## src/rtl/mult_pkg.sv

```systemverilog
// Shared widths and defaults for the 4x4 approximate carry-save array multiplier.
package mult_pkg;
  localparam int N_BITS          = 4;
  localparam int P_BITS          = 8;
  localparam int APPROX_COLS_DEF = 3;
endpackage

```

## src/rtl/csam_full_adder.sv

```systemverilog
// One-bit full adder cell of the carry-save array; half adders tie cin low.
module csam_full_adder (
  input  logic a,
  input  logic b,
  input  logic cin,
  output logic sum,
  output logic cout
);
  assign sum  = a ^ b ^ cin;
  assign cout = (a & b) | (a & cin) | (b & cin);
endmodule

```

## src/rtl/approx_mult4x4_csam.sv

```systemverilog
// Registered 4x4 unsigned approximate multiplier: OR-compressed low columns,
// carry-save array plus ripple adder for the remaining columns.
module approx_mult4x4_csam
  import mult_pkg::*;
#(
  parameter int APPROX_COLS = APPROX_COLS_DEF
) (
  input  logic              clk,
  input  logic              rst_n,
  input  logic              in_valid,
  input  logic [N_BITS-1:0] A,
  input  logic [N_BITS-1:0] B,
  output logic              out_valid,
  output logic [P_BITS-1:0] P
);
  logic [N_BITS-1:0][N_BITS-1:0] pp;      // pp[i][j] = A[j] & B[i], approximated columns zeroed
  logic [P_BITS-1:0]             or_col;
  logic [P_BITS-1:0]             sum_exact;
  logic [P_BITS-1:0]             p_d, p_q;
  logic                          vld_q;
  logic                          s [N_BITS][N_BITS];
  logic                          c [N_BITS][N_BITS];
  logic [2:0]                    rc;

  always_comb begin
    pp     = '0;
    or_col = '0;
    for (int i = 0; i < N_BITS; i++) begin
      for (int j = 0; j < N_BITS; j++) begin
        if (i + j < APPROX_COLS) or_col[i+j] = or_col[i+j] | (A[j] & B[i]);
        else                     pp[i][j]    = A[j] & B[i];
      end
    end
  end

  genvar r, j;
  for (j = 0; j < N_BITS; j++) begin : g_row0
    assign s[0][j] = pp[0][j];
    assign c[0][j] = 1'b0;
  end

  // Row r cell j has weight r+j: adds pp, the shifted sum and the carry of the row above.
  for (r = 1; r < N_BITS; r++) begin : g_row
    for (j = 0; j < N_BITS; j++) begin : g_col
      logic b_in;
      if (j < N_BITS - 1) begin : g_sum
        assign b_in = s[r-1][j+1];
      end else begin : g_top
        assign b_in = 1'b0;
      end
      csam_full_adder u_fa (
        .a   (pp[r][j]),
        .b   (b_in),
        .cin (c[r-1][j]),
        .sum (s[r][j]),
        .cout(c[r][j])
      );
    end
  end

  for (j = 0; j < N_BITS - 1; j++) begin : g_rip
    logic cin_r;
    if (j == 0) begin : g_first
      assign cin_r = 1'b0;
    end else begin : g_next
      assign cin_r = rc[j-1];
    end
    csam_full_adder u_fa (
      .a   (s[N_BITS-1][j+1]),
      .b   (c[N_BITS-1][j]),
      .cin (cin_r),
      .sum (sum_exact[N_BITS+j]),
      .cout(rc[j])
    );
  end

  // Product never exceeds 225, so bit 7 cannot carry out: a half-adder sum suffices.
  assign sum_exact[P_BITS-1] = c[N_BITS-1][N_BITS-1] ^ rc[2];
  assign sum_exact[0] = s[0][0];
  for (r = 1; r < N_BITS; r++) begin : g_low
    assign sum_exact[r] = s[r][0];
  end

  // Exact part has zeros below APPROX_COLS, so OR merges the compressed columns.
  assign p_d = sum_exact | or_col;

  always_ff @(posedge clk or negedge rst_n) begin
    if (!rst_n) begin
      p_q   <= '0;
      vld_q <= 1'b0;
    end else begin
      vld_q <= in_valid;
      if (in_valid) p_q <= p_d;
    end
  end

  assign P         = p_q;
  assign out_valid = vld_q;
endmodule

```

## config.mk

```make
export PLATFORM = sky130hd
export DESIGN_NAME = approx_mult4x4_csam
export DESIGN_NICKNAME = d
export VERILOG_FILES = /design/src/rtl/mult_pkg.sv /design/src/rtl/csam_full_adder.sv /design/src/rtl/approx_mult4x4_csam.sv
export SDC_FILE = /design/constraint.sdc
export NUM_CORES = 1
export LEC_CHECK = 0
export ABC_AREA = 1
export BUFFER_PORTS_ARGS = -buffer_cell sky130_fd_sc_hd__buf_2
export CORE_MARGIN = 1.5
export CORE_UTILIZATION = 42
export CTS_CLUSTER_DIAMETER = 200
export DETAILED_ROUTE_END_ITERATION = 10
export GPL_TIMING_DRIVEN = 1
export HOLD_SLACK_MARGIN = 0.02
export PLACE_DENSITY = 0.71
export SLEW_MARGIN = 10
export SYNTH_ARGS = -nofsm -noshare
export SYNTH_HDL_FRONTEND = slang
export SYNTH_SLANG_ARGS = --single-unit
```

## constraint.sdc

```tcl
create_clock -name clk -period 0.8 [get_ports clk]
set_input_delay 0.2 -clock clk [delete_from_list [all_inputs] [get_ports clk]]
set_output_delay 0.2 -clock clk [all_outputs]
set_load 0.005 [all_outputs]
```

==> impl_metrics.toml <==
[worst_setup_path]
crit_family = "adder cells"
path_class = "in2reg"
path_cells = "buf_8 -> nand2_4 -> inv_4 -> ha_4 -> inv_2 -> fa_1 -> inv_1 -> fa_1 -> ha_2 -> fa_2 -> fa_2 -> nand2_1 -> nand2_1"
cp_max_fo = 4
setup.worst_path.end_class = "flop"
cpPeakStageDelay_ns = 0.52
path_buf_inv = 4
critPathArrivalTime_ns = 2.63
cp-start-kind = "input pin"
slowest_stage = "fa_2"
required_ns = 1.00

[placement]
placed_cell_area_um2 = 812
place_congestion = 0.733
hpwl_um = 936
port_buffers = 19

[grt]
grt.total_usage_pct = 16.4
grt_pass1_wl_um = 1710
gr-total-overflow = 0
antenna_found_initial = 0
grt_max_degree = 10
grt_pass1_vias = 456

[synth]
synthFlopType = "dfrtp_1"
yosysMostFrequentCell = "nand2_1"
yosysWarnings = 0
yosysTopAreaCell = "dfrtp_1"
yosysTopAreaCellShare_pct = 38.2
syn_nets = 91
synth_seq_cells = 9
synth_edf_count = 0
syn_area_um2 = 589
syn_area_per_cell_um2 = 8.30
syn_inst = 71
yosysSeqAreaShare_pct = 38.2
async_reset_ff_share_pct = 100
synth.area.top_cells = "dfrtp_1 38%, nand2_1 20%, fa_1 17%"
synth_cell_type_count = 9
synth_common_cells = "32 x nand2_1, 12 x inv_1, 9 x dfrtp_1, 5 x fa_1"

[layout]
stdcell_area_um2 = 916
layout-drive-gt1-share_pct = 43.9
fin_nets = 128
area_growth_pct = 55.4
diodes = 0

[sta]
worst_slack_ns = -1.62
final.setup.tns_ns = -6.93
min_period_ns = 2.42
tightest_slew_ns = 0.205
hold_viol_final = 0
slew_viol_final = 0
finalSetupViolCount = 14
fmax_ghz = 0.413
fin_skew_ns = 0
holdWs_ns = 0.129
relSlewSlack_pct = 86.4
grt_setup_unrepaired = "true"
fin_crit_sh_pct = 303

[drt]
wire_per_inst_um = 9.30
drt-total-wl_um = 1140
drt_iter0_drc = 11
dr.pass1.iters = 4
drc = 0
via_count = 538
viasPerCell = 4.41
drtAntennaViolNets = 0

[pwr]
p_leak_uw = 0.000543
p_total_uw = 1340
cellPowerDensity_nw_per_um2 = 1460
peakVddDrop_v = 0.000981

[status]
outcome = "finished, violations left"
violations = "setup timing"

[floorplan]
ioPinCount = 20
rows = 13
dieArea_um2 = 1640
start_util_pct = 45.3
die_h_um = 40.5
die_w_um = 40.5
core_area_um2 = 1300

[clock_tree]
cts_buffers = 3
tritoncts = "built"
clockBufferDepth = 2
ctsRootBufferMaster = "clkbuf_4"
path_clk_slew_ns = 0.06
clk_latency_ns = 0.25
htree_levels = 1
clock-sinks = 9

[hold_path]
hp-class = "in2reg"

[flow_run]
drv_cap = 0
cells in the final DEF (no fill, tap or decap), drive strengths merged:
cell type / Yosys / final
nand2: 33 / 33
buf: 1 / 32
inv: 12 / 12
dfrtp: 9 / 9
fa: 5 / 5
nand3: 4 / 4
ha: 4 / 4
clkbuf: 0 / 4
nor2: 3 / 3
dlygate4sd3: 0 / 1
routing by layer:
| layer | up-vias | GRT usage, % | part of all wire, % |
|---|---|---|---|
| met2 | 14 | 25.8 | 46 |
| met5 | - | 0 | 0 |
| met4 | 0 | 0 | 0 |
| met1 | 244 | 20.2 | 47 |
| li1 | 280 | - | - |
| met3 | 0 | 10.0 | 6.8 |
through the flow:
stage | cells | util, % | setup WS, ns
after floorplan | 71 | - | -1.73
after global placement | 113 | 62.4 | -1.94
after detailed placement | 113 | 62.4 | -1.96
after CTS | 121 | 69.6 | -1.64
after global routing | 122 | 70.4 | -1.69
final | 122 | 70.4 | -1.62
power by group:
part | total, uW | switching (uW) | internal [uW]
Sequential | 543 | 25.8 | 518
Combinational | 451 | 202 | 249
Clock | 347 | 155 | 192
Total | 1340 | 382 | 959
cell families (layout without fill, tap and decap cells):
logic type | after synthesis | after routing | share of synthesized area (%)
simple gates | 40 | 40 | 26.8
fa+ha+maj | 9 | 9 | 25.5
flops | 9 | 9 | 38.2
buf+inv | 13 | 49 | 9.55
timing repair:
item	4_1_cts	5_1_grt
pin swaps	3	1
buffers inserted	3	1
hold endpoints to repair	9	0
gates resized for setup	9	1
hold buffers	1	0
endpoints found under the setup margin	14	14
path summary, 6_finish.rpt:
kind	startpoint	to	slack, ns	cells past startpoint
hold reg to reg	P[4]$_DFFE_PN0P_	P[4]$_DFFE_PN0P_	0.47	2
setup reg to reg	P[0]$_DFFE_PN0P_	P[0]$_DFFE_PN0P_	0.07	3
setup / recovery	A[2]	P[6]$_DFFE_PN0P_	-1.62	13
min in group asynchronous	rst_n	P[6]$_DFFE_PN0P_	0.31	2
hold / removal	in_valid	out_valid$_DFF_PN0_	0.13	1
max in group asynchronous	rst_n	P[2]$_DFFE_PN0P_	0.31	2
cell type report:
class | count | area (um2)
sequential | 9 | 225
inverter | 12 | 47.5
fill | 110 | 385
clock buffer | 4 | 26.3
timing repair buffer | 33 | 235
multi-input combinational | 49 | 363
tap | 15 | 18.8
worst register-to-register path: cells and delay by family, from the launching register on:
kind | cells | cell delay (ns)
buf+inv | 1 | 0.13
flops | 1 | 0.37
simple gates | 2 | 0.12
state kept, by name, summed over array words and instances, names as in the netlist:
register / cells
P: 8
out_valid: 1
Note: power is estimated with default switching activity, not from simulation.
